`src/rtl/seq_subtractor58_27_if.sv`:
```
// seq_subtractor58_27_if
//   Operand/result handshake bundle for the sequential 58-bit minus 27-bit
//   subtractor.
//   master : the producer/consumer side (drives operands, accepts Diff)
//   slave  : the subtractor side
//   Signals:
//     in_valid / in_ready   operand handshake
//     A (58b), B (27b)      minuend, subtrahend (unsigned)
//     out_valid / out_ready result handshake
//     Diff (59b)            A - B, bit 58 = borrow
//     zero                  Diff == 0 (only when SUB58_ZERO_FLAG_EN is defined)
interface seq_subtractor58_27_if;
  logic        in_valid;
  logic        in_ready;
  logic [57:0] A;
  logic [26:0] B;
  logic        out_valid;
  logic        out_ready;
  logic [58:0] Diff;
`ifdef SUB58_ZERO_FLAG_EN
  logic        zero;
`endif

  modport master (
`ifdef SUB58_ZERO_FLAG_EN
    input  zero,
`endif
    output in_valid, A, B, out_ready,
    input  in_ready, out_valid, Diff
  );

  modport slave (
`ifdef SUB58_ZERO_FLAG_EN
    output zero,
`endif
    input  in_valid, A, B, out_ready,
    output in_ready, out_valid, Diff
  );
endinterface

```
`src/rtl/seq_subtractor58_27.sv`:
```
// seq_subtractor58_27
//   Sequential subtractor: Diff = A - zero_extend(B) as a 59-bit two's
//   complement value (bit 58 = borrow). Operands are latched in IDLE, then
//   four CALC cycles each subtract one 16-bit slice (the last one 10 bits)
//   while rippling the borrow, then the result is offered in DONE until
//   out_ready is seen.
//   Ports:
//     clk  : clock, rising edge
//     rst  : asynchronous active-high reset
//     bus  : seq_subtractor58_27_if.slave (in/out handshakes, A, B, Diff)
//   Optional feature macro: SUB58_ZERO_FLAG_EN adds bus.zero (Diff == 0),
//   registered together with the final slice, cleared on handshake/reset.
module seq_subtractor58_27 #(
  parameter int SLICE_W = 16
) (
  input  logic                   clk,
  input  logic                   rst,
  seq_subtractor58_27_if.slave   bus
);

  localparam int NUM_SLICES = 4;
  localparam int PAD_W      = SLICE_W * NUM_SLICES;
  localparam int LAST_LO    = SLICE_W * (NUM_SLICES - 1);
  localparam int LAST_W     = 58 - LAST_LO;

  typedef enum logic [1:0] {IDLE, CALC, DONE} state_t;

  state_t      state_reg, state_next;
  logic [57:0] a_reg;
  logic [57:0] b_reg;
  logic        borrow_reg;
  logic [1:0]  idx_reg;
  logic [58:0] diff_reg;
  logic [58:0] diff_next;
  logic        in_ready;
  logic        out_valid;

  // Operands padded to a whole number of slices; the pad bits are zero, so
  // the borrow out of the padded top slice equals the borrow of its 10-bit
  // payload.
  logic [PAD_W-1:0]   a_pad, b_pad;
  logic [SLICE_W-1:0] a_slice [NUM_SLICES];
  logic [SLICE_W-1:0] b_slice [NUM_SLICES];
  logic [SLICE_W-1:0] a_cur, b_cur;
  logic [SLICE_W:0]   slice_res;

  assign a_pad = {{(PAD_W-58){1'b0}}, a_reg};
  assign b_pad = {{(PAD_W-58){1'b0}}, b_reg};

  generate
    for (genvar gi = 0; gi < NUM_SLICES; gi++) begin : g_slice
      assign a_slice[gi] = a_pad[gi*SLICE_W +: SLICE_W];
      assign b_slice[gi] = b_pad[gi*SLICE_W +: SLICE_W];
    end
  endgenerate

  assign a_cur = a_slice[idx_reg];
  assign b_cur = b_slice[idx_reg];

  // One extra bit on the left catches the borrow-out of this slice.
  assign slice_res = {1'b0, a_cur} - {1'b0, b_cur} - {{SLICE_W{1'b0}}, borrow_reg};

  // Merge the current slice result into the running difference.
  always_comb begin
    diff_next = diff_reg;
    for (int i = 0; i < NUM_SLICES - 1; i++) begin
      if (idx_reg == 2'(i)) begin
        diff_next[i*SLICE_W +: SLICE_W] = slice_res[SLICE_W-1:0];
      end
    end
    if (idx_reg == 2'(NUM_SLICES - 1)) begin
      diff_next[LAST_LO +: LAST_W] = slice_res[LAST_W-1:0];
      diff_next[58]                = slice_res[SLICE_W];
    end
  end

  // Next-state and handshake outputs.
  always_comb begin
    state_next = state_reg;
    in_ready   = 1'b0;
    out_valid  = 1'b0;
    case (state_reg)
      IDLE: begin
        in_ready = 1'b1;
        if (bus.in_valid) state_next = CALC;
      end
      CALC: begin
        if (idx_reg == 2'(NUM_SLICES - 1)) state_next = DONE;
      end
      DONE: begin
        out_valid = 1'b1;
        if (bus.out_ready) state_next = IDLE;
      end
      default: state_next = IDLE;
    endcase
  end

  always_ff @(posedge clk or posedge rst) begin
    if (rst) begin
      state_reg <= IDLE;
    end else begin
      state_reg <= state_next;
    end
  end

  always_ff @(posedge clk or posedge rst) begin
    if (rst) begin
      a_reg      <= '0;
      b_reg      <= '0;
      borrow_reg <= 1'b0;
      idx_reg    <= '0;
      diff_reg   <= '0;
    end else begin
      case (state_reg)
        IDLE: begin
          if (bus.in_valid) begin
            a_reg      <= bus.A;
            b_reg      <= {31'b0, bus.B};
            borrow_reg <= 1'b0;
            idx_reg    <= '0;
          end
        end
        CALC: begin
          diff_reg   <= diff_next;
          borrow_reg <= slice_res[SLICE_W];
          idx_reg    <= idx_reg + 2'd1;
        end
        default: ;
      endcase
    end
  end

`ifdef SUB58_ZERO_FLAG_EN
  logic zero_reg;

  always_ff @(posedge clk or posedge rst) begin
    if (rst) begin
      zero_reg <= 1'b0;
    end else if (state_reg == CALC && idx_reg == 2'(NUM_SLICES - 1)) begin
      zero_reg <= (diff_next == '0);
    end else if (state_reg == DONE && bus.out_ready) begin
      zero_reg <= 1'b0;
    end
  end

  assign bus.zero = zero_reg;
`endif

  assign bus.in_ready  = in_ready;
  assign bus.out_valid = out_valid;
  assign bus.Diff      = diff_reg;

endmodule

```
`src/flat_wrapper.sv`:
```
// flat-port wrapper written by rule: the top's interface ports become plain ports
module seq_subtractor58_27_flat 
#(
  parameter int SLICE_W = 16
)
  (clk, rst, bus_in_valid, bus_A, bus_B, bus_out_ready, bus_in_ready, bus_out_valid, bus_Diff);
  seq_subtractor58_27_if bus_i ();
  input  logic clk;
  input  logic rst;
  input wire logic [$bits(bus_i.in_valid)-1:0] bus_in_valid;
  input wire logic [$bits(bus_i.A)-1:0] bus_A;
  input wire logic [$bits(bus_i.B)-1:0] bus_B;
  input wire logic [$bits(bus_i.out_ready)-1:0] bus_out_ready;
  output wire logic [$bits(bus_i.in_ready)-1:0] bus_in_ready;
  output wire logic [$bits(bus_i.out_valid)-1:0] bus_out_valid;
  output wire logic [$bits(bus_i.Diff)-1:0] bus_Diff;
  assign bus_i.in_valid = bus_in_valid;
  assign bus_i.A = bus_A;
  assign bus_i.B = bus_B;
  assign bus_i.out_ready = bus_out_ready;
  assign bus_in_ready = bus_i.in_ready;
  assign bus_out_valid = bus_i.out_valid;
  assign bus_Diff = bus_i.Diff;
  seq_subtractor58_27 #(.SLICE_W(SLICE_W)) u_core (.clk(clk), .rst(rst), .bus(bus_i));
endmodule
```
`config.mk`:
```
export PLATFORM = sky130hd
export DESIGN_NAME = seq_subtractor58_27_flat
export DESIGN_NICKNAME = d
export VERILOG_FILES = /design/src/rtl/seq_subtractor58_27_if.sv /design/src/rtl/seq_subtractor58_27.sv /design/src/flat_wrapper.sv
export SDC_FILE = /design/constraint.sdc
export NUM_CORES = 1
export LEC_CHECK = 0
export ABC_AREA = 1
export CAP_MARGIN = 20
export CORE_MARGIN = 8
export CORE_UTILIZATION = 52
export CTS_BUF_LIST = sky130_fd_sc_hd__clkbuf_4 sky130_fd_sc_hd__clkbuf_8 sky130_fd_sc_hd__clkbuf_16
export DETAILED_ROUTE_END_ITERATION = 7
export PLACE_DENSITY_LB_ADDON = 0.12
export SKIP_CTS_REPAIR_TIMING = 1
export SLEW_MARGIN = 25
export SYNTH_ARGS = -nofsm -noshare
export SYNTH_HDL_FRONTEND = slang
export SYNTH_SLANG_ARGS = --single-unit
```
`constraint.sdc`:
```
create_clock -name clk -period 6.16 [get_ports clk]
set_input_delay 1.232 -clock clk [delete_from_list [all_inputs] [get_ports clk]]
set_output_delay 1.232 -clock clk [all_outputs]
set_load 0.05 [all_outputs]
```
==> impl_metrics.yaml, run 1 <==
outcome:
  status: "completed"
cts:
  clock-sinks: 149
  clk_latency_ns: 0.42
  cts-root-buf: "clkbuf_16"
  cts_buffers: 17
  path_clk_slew_ns: 0.06
  cts_tree: "yes"
  h-tree-depth: 4
  clk_path_buf_depth: 2
synth:
  synthFlopType: "dfrtp_1"
  synthCells: 926
  synth_top_area_frac: 0.506
  netlist_area_sq_um: 7360
  ys_warn_count: 0
  synth_top_cell_by_area: "dfrtp_1"
  synth_cell_type_count: 38
  ys_seq_elements: 149
  async_reset_ff_frac: 1.00
  synthTopCellsByArea: "dfrtp_1, nand2_1, ha_1"
  yosys.cell_count.top_type: "nand2_1"
  synth_area_per_cell_sq_um: 7.95
  synth_common_cells: "nand2_1, dfrtp_1, o21ai_0, inv_1, nor2_1"
  synth_edf_count: 0
  syn-num-nets: 1049
  synth-seq-area-share: 0.506
floorplanning:
  io_pins: 150
  die_height_um: 135
  initial_utilization: 0.530
  die_w_um: 135
  rows: 43
  core_area_sq_um: 13900
  die_area_sq_um: 18200
drt:
  met3_length_mm: 1.13
  wire_per_inst_um: 15.1
  via_count: 6412
  first_pass_iters: 5
  drcViolationCount: 0
  drtAntennaViolNets: 0
  drtIter0Drc: 517
  wl_met1_mm: 8.45
  routed-wl-met2_mm: 8.91
  wirelength_mm: 19.0
  top_layer: "met4"
  vias_per_cell: 5.12
cells_and_area:
  final_nets: 1185
  largest_reg_flops: 59
  area_growth_pct: 29.5
  final-seq-area_sq_um: 3730
  multiInputGateArea_sq_um: 3220
  fill_cells: 1194
  num_antenna_cells: 0
  drive_gt1_frac: 0.0541
place:
  gp_congestion: 0.847
  port_buffers: 149
  pre_cts_slack_ns: 2.49
  hpwlAfterDp_mm: 13.7
worst_setup_path:
  critPathSlowestCell: "dfrtp_1"
  crit_path_frequent_cell: "a21oi_1"
  cp-end-kind: "register"
  r2r-end: "u_core.bus.Diff[46]"
  cp.arrival_ns: 3.81
  crit_end: "u_core.bus.Diff[46]"
  slowest_delay_ns: 0.88
  worstPathCellList: "inv_4 > nor2_1 > nor2_1 > a21oi_1 > ha_1 > inv_1 > ha_1 > a21oi_1 > o21ai_0 > a21oi_1 > nand3_1 > nand3_1 > nand2_1"
  r2r_setup_slack_ns: 2.66
  cp.required_ns: 6.47
  worstSetupPathType: "reg2reg"
  r2r_start: "u_core.idx_reg[0]"
  crit_start: "u_core.idx_reg[0]"
  start_kind: "register"
  critPathMaxFanout: 31
  rr_worst_depth: 13
job:
  drv_cap: 0
global_route:
  antenna_found_initial: 0
  grt-ovfl-total: 0
  grt_first_pass_wirelength_mm: 31.0
  grt_usage: 0.213
  grt_pass1_vias: 6429
  grt_max_degree: 92
worst_hold_path:
  worstHoldPathCells: 2
  min_path_type: "reg2reg"
timing:
  max_slew_margin: 0.450
  fin_skew_ns: 0.00669
  rsz0062_at_grt: "false"
  fin_setup_tns_ns: 0
  tightest_slew_ns: 0.825
  fin_crit_sh: 0.568
  setup_viol: 0
  maxSlewViolCount: 0
  whs_ns: 0.476
  worst_slack_ns: 2.66
  fin_crit_ns: 3.50
  hold_violations: 0
  max_freq_mhz: 286
worst min-delay path by stage:
stage | startpoint | end | slack [ns]
CTS | u_core.b_reg[4] | u_core.b_reg[4] | 0.48
detailed placement | u_core.b_reg[4] | u_core.b_reg[4] | 0.46
floorplan | u_core.b_reg[0] | u_core.b_reg[0] | 0.44
global route | u_core.a_reg[31] | u_core.a_reg[31] | 0.49
global placement | u_core.a_reg[35] | u_core.a_reg[35] | 0.46
finish | u_core.a_reg[41] | u_core.a_reg[41] | 0.48
cells by family after synthesis:
group / count (synthesis) / share of synthesized area
AO/OA/AOI/OAI: 116 / 0.0858
AND/OR/NAND/NOR: 520 / 0.285
adder cells (fa/ha/maj): 34 / 0.0598
buffers and inverters: 103 / 0.0571
XOR/XNOR: 4 / 0.00578
flip-flops: 149 / 0.506
worst max-delay path, delay by kind of cell, from the launching register on:
family / cells / cell delay (ns)
compound gates: 4 / 0.90
flops: 1 / 0.88
simple gates: 5 / 0.69
fa+ha+maj: 2 / 0.56
buf+inv: 2 / 0.35
metal layers:
layer,up-vias,global-route usage
li1,3190,-
met1,2991,0.268
met2,200,0.352
met3,31,0.0449
met4,0,0.0833
met5,-,0
final cells by class:
cell class              instances  area share
clock buffers                  19      0.0475
clock inverters                10      0.0114
inverters                      65      0.0264
multi-input cells             674       0.337
flip-flops and latches        149       0.391
well taps                     180      0.0236
repair buffers                155       0.162
through the flow:
stage | instance area, sq um | utilization | instances
after global routing | 9530 | 0.687 | 1252
after floorplan | 7360 | - | 926
after detailed placement | 8970 | 0.646 | 1223
after CTS | 9530 | 0.687 | 1252
final | 9530 | 0.687 | 1252
after global placement | 8970 | 0.646 | 1223
cell usage in the layout, fill, tap and decap left out, types with 3 or more instances in the layout:
cell	Yosys	final
a21oi_1	22	22
a22oi_1	6	6
buf_4	2	5
clkbuf_16	0	17
clkdlybuf4s50_1	0	149
clkinv_1	3	3
clkinv_2	0	5
dfrtp_1	149	149
ha_1	32	32
inv_1	58	57
inv_2	3	3
nand2_1	400	399
nand2_2	10	11
nand3_1	31	31
nand3_2	4	4
nand3b_1	11	11
nor2_1	56	56
o21ai_0	71	71
o21ai_1	6	6
o21bai_1	3	3
Power of run 1 is not shown: default switching activity piles up to over one toggle a cycle in this logic, so the estimate is an artifact.
==> run 2, diff against run 1 <==
==> constraint.sdc (replaced) <==
create_clock -name clk -period 3.3 [get_ports clk]
set_input_delay 0.66 -clock clk [delete_from_list [all_inputs] [get_ports clk]]
set_output_delay 0.66 -clock clk [all_outputs]
set_load 0.05 [all_outputs]
==> impl_metrics.yaml, run 2 (synthesis gave the netlist of run 1 again) <==
worst_setup_path:
  critPathMaxFanout: 44
  worstSetupPathType: "reg2reg"
  slowest_delay_ns: 0.44
  rr_worst_depth: 15
  cp-end-kind: "register"
  cp.arrival_ns: 3.25
  start_kind: "register"
  r2r_setup_slack_ns: 0.36
  r2r-end: "u_core.bus.Diff[11]"
  critPathSlowestCell: "dfrtp_1"
  cp.required_ns: 3.60
  crit_path_frequent_cell: "nand2_1"
  r2r_start: "u_core.idx_reg[0]"
  worstPathCellList: "buf_12 > o21ai_0 > a21oi_1 > ha_1 > inv_1 > ha_1 > nand2_2 > inv_2 > nand2_1 > nand2_1 > a21oi_1 > nand2_2 > nor2_1 > nand3b_1 > nand2_1"
cts:
  path_clk_slew_ns: 0.06
  cts_buffers: 17
  h-tree-depth: 4
  cts_tree: "yes"
  cts-root-buf: "clkbuf_16"
  clk_latency_ns: 0.42
  clock-sinks: 149
  clk_path_buf_depth: 2
timing:
  max_freq_mhz: 340
  fin_skew_ns: 0.00570
  rsz0062_at_grt: "false"
  max_slew_margin: 0.470
  fin_crit_sh: 0.891
  fin_crit_ns: 2.94
  fin_setup_tns_ns: 0
  hold_violations: 0
  maxSlewViolCount: 0
  setup_viol: 0
  tightest_slew_ns: 0.795
place:
  placed_area_sq_um: 9030
  hpwlAfterDp_mm: 13.8
  port_buffers: 149
  gp_congestion: 0.892
drt:
  wire_per_inst_um: 15.1
  drtIter0Drc: 470
  drcViolationCount: 0
  wirelength_mm: 19.0
  via_count: 6428
  vias_per_cell: 5.10
  first_pass_iters: 5
  drtAntennaViolNets: 0
cells_and_area:
  final_nets: 1190
  num_antenna_cells: 0
  final_common_cell: "nand2_1"
  area_growth_pct: 31.2
  largest_reg_flops: 59
  finish.instance_area_sq_um: 9660
  drive_gt1_frac: 0.0611
  final_cell_mix: "nand2_1, clkdlybuf4s50_1, dfrtp_1"
floorplanning:
  rows: 43
  io_pins: 150
  die_w_um: 135
  core_area_sq_um: 13900
  die_height_um: 135
  die_area_sq_um: 18200
  initial_utilization: 0.530
job:
  drv_cap: 0
global_route:
  antenna_found_initial: 0
  grt-ovfl-total: 0
  grt_first_pass_wirelength_mm: 31.2
  grt_max_degree: 150
  top_usage_layer: "met2"
  grt_usage: 0.215
  use_met1: 0.281
  grt_pass1_vias: 6348
  use_met3: 0.0468
  grt_util_met2: 0.347
outcome:
  status: "completed"
worst_hold_path:
  worstHoldPathCells: 2
  min_from: "u_core.a_reg[41]"
  hold_path_end: "u_core.a_reg[41]"
  min_path_type: "reg2reg"
==> run 2: changes by cell type in the layout (fill, tap and decap cells not counted), sizes merged <==
| cell | before | now |
|---|---|---|
| clkinv | 9 | 8 |
| inv | 62 | 61 |
| clkbuf | 19 | 22 |
| buf | 6 | 11 |
| bufinv | 2 | 4 |
==> run 2: worst max path at each step <==
stage | slack (ns) | endpoint | startpoint
finish | 0.36 | u_core.bus.Diff[11] | u_core.idx_reg[0]
global route | 0.04 | u_core.bus.Diff[6] | u_core.idx_reg[1]
CTS | 0.35 | u_core.bus.Diff[38] | u_core.idx_reg[1]
detailed placement | 0.35 | u_core.bus.Diff[38] | u_core.idx_reg[1]
global placement | 0.41 | u_core.bus.Diff[54] | u_core.idx_reg[1]
floorplan | 0.58 | u_core.bus.Diff[8] | u_core.idx_reg[0]
==> run 2: layer usage <==
layer / up-vias / share of wire
met2: 183 / 0.47
li1: 3210 / -
met4: 0 / 0.015
met3: 20 / 0.057
met1: 3015 / 0.46
met5: - / 0
==> run 2: critical path, delay by kind of cell, from the launching register on <==
kind | cells | cell delay (ns)
compound gates | 3 | 0.62
fa+ha+maj | 2 | 0.67
flops | 1 | 0.44
buf+inv | 3 | 0.29
simple gates | 7 | 0.79
==> run 2: final cells by class <==
cell class | count | area (sq um)
fillers | 1175 | 4220
repair buffers | 160 | 1610
flip-flops and latches | 149 | 3730
clock buffers | 22 | 475
clock inverters | 10 | 153
inverters | 65 | 250
multi-input cells | 674 | 3220
well taps | 180 | 225
==> run 2: per-stage QoR <==
stage,util,instances,hold WS (ns),setup WS [ns]
finish,0.696,1260,0.479,0.358
global route,0.696,1260,0.496,0.0356
CTS,0.696,1260,0.478,0.350
detailed placement,0.651,1228,0.463,0.353
global placement,0.651,1228,0.458,0.414
floorplan,-,926,0.444,0.576
Power of run 2 is left out for the same reason.
==> run 3, diff against run 2 <==
--- a/config.mk
+++ b/config.mk
@@ -7,7 +7,7 @@
 export LEC_CHECK = 0
 export ABC_AREA = 1
 export CAP_MARGIN = 20
-export CORE_MARGIN = 8
+export CORE_MARGIN = 4
 export CORE_UTILIZATION = 52
 export CTS_BUF_LIST = sky130_fd_sc_hd__clkbuf_4 sky130_fd_sc_hd__clkbuf_8 sky130_fd_sc_hd__clkbuf_16
 export DETAILED_ROUTE_END_ITERATION = 7
==> impl_metrics.yaml, run 3 (synthesis gave the netlist of run 1 again) <==
drt:
  vias_per_cell: 5.08
  first_pass_iters: 5
  drtIter0Drc: 492
  met3_length_um: 916
  wl_met1_mm: 8.50
  drcViolationCount: 0
  wirelength_mm: 18.3
  wire_per_inst_um: 14.5
  drtAntennaViolNets: 0
  routed-wl-met2_mm: 8.53
  via_count: 6413
  top_layer: "met4"
global_route:
  grt_usage: 0.240
  grt_pass1_vias: 6173
  grt_first_pass_wirelength_mm: 31.0
  antenna_found_initial: 0
  grt-ovfl-total: 0
  grt_max_degree: 150
worst_setup_path:
  critPathMaxFanout: 45
  critPathSlowestCell: "dfrtp_1"
  worstPathCellList: "buf_12 > inv_4 > buf_4 > nor2_1 > nor2_1 > ha_1 > inv_1 > ha_1 > nand2_2 > inv_2 > nand2_1 > nand2_1 > a21oi_1 > nand2_2 > nor2_1 > nand3b_1 > nand2_1"
  cp.required_ns: 3.61
  crit_start: "u_core.idx_reg[0]"
  slowest_delay_ns: 0.42
  r2r_start: "u_core.idx_reg[0]"
  worstSetupPathType: "reg2reg"
  start_kind: "register"
  cp-end-kind: "register"
  cp.arrival_ns: 3.31
cts:
  cts_tree: "yes"
  clk_latency_ns: 0.43
  cts_buffers: 17
  path_clk_slew_ns: 0.06
  clk_path_buf_depth: 2
  h-tree-depth: 4
  cts-root-buf: "clkbuf_16"
  clock-sinks: 149
floorplanning:
  core_area_sq_um: 13900
  die_area_sq_um: 16100
  initial_utilization: 0.530
  io_pins: 150
  die_height_um: 127
  die_w_um: 127
  rows: 43
cells_and_area:
  largest_reg_flops: 59
  fill_cells: 1188
  final_common_cell: "nand2_1"
  drive_gt1_frac: 0.0628
  final_cell_mix: "nand2_1, clkdlybuf4s50_1, dfrtp_1"
  area_growth_pct: 30.8
  final_nets: 1192
  num_antenna_cells: 0
timing:
  hold_violations: 0
  worst_slack_ns: 0.308
  rsz0062_at_grt: "false"
  fin_crit_ns: 2.99
  fin_setup_tns_ns: 0
  maxSlewViolCount: 0
  fin_crit_sh: 0.907
  setup_viol: 0
  max_slew_margin: 0.481
  max_freq_mhz: 334
  tightest_slew_ns: 0.779
  fin_skew_ns: 0.00896
place:
  hpwlAfterDp_mm: 13.2
  pre_cts_slack_ns: 0.346
  port_buffers: 149
  gp_congestion: 0.908
worst_hold_path:
  min_path_type: "reg2reg"
  min_from: "u_core.bus.Diff[2]"
job:
  drv_cap: 0
outcome:
  status: "completed"
run 3: changes by cell type in the layout (fill, tap and decap cells not counted):
cell,change
inv_6,+2
clkinv_4,+1
clkbuf_8,-1
clkinv_2,-1
bufinv_16,-2
clkbuf_4,-1
clkinvlp_4,+2
buf_4,+2
run 3: metal layers:
| layer | vias up | GRT usage |
|---|---|---|
| met1 | 2989 | 0.341 |
| met5 | - | 0 |
| met4 | 0 | 0.0801 |
| met3 | 24 | 0.0456 |
| li1 | 3214 | - |
| met2 | 186 | 0.374 |
run 3: worst max-delay path, delay by kind of cell (launching register included):
family / cells / cell delay, ns
AO/OA/AOI/OAI: 1 / 0.16
AND/OR/NAND/NOR: 9 / 1.00
flip-flops: 1 / 0.42
buffers and inverters: 5 / 0.72
adder cells (fa/ha/maj): 2 / 0.57
run 3: area by class of cell:
cell class / count / area [sq um] / share of cell area
clock buffer: 20 / 454 / 0.0472
clock inverter: 12 / 129 / 0.0134
inverter: 65 / 250 / 0.0260
multi-input combinational: 674 / 3220 / 0.334
sequential: 149 / 3730 / 0.387
tap: 180 / 225 / 0.0234
timing repair buffer: 162 / 1630 / 0.169
run 3: final timing paths:
path,end,slack (ns),cells after the start
setup / recovery,u_core.bus.Diff[11],0.31,17
hold / removal,u_core.bus.Diff[2],0.48,2
setup reg to reg,u_core.bus.Diff[11],0.31,17
hold reg to reg,u_core.bus.Diff[2],0.48,2
max in group asynchronous,u_core.bus.Diff[47],1.90,3
min in group asynchronous,u_core.bus.Diff[54],0.80,3
run 3: metrics by stage:
step,cell area [sq um],util,hold slack (ns),instances
after floorplan,7370,-,0.444,926
after global placement,9040,0.651,0.459,1229
after detailed placement,9040,0.651,0.462,1229
after CTS,9620,0.693,0.478,1261
after global routing,9630,0.694,0.492,1262
final,9630,0.694,0.478,1262
Power of run 3 is left out for the same reason.
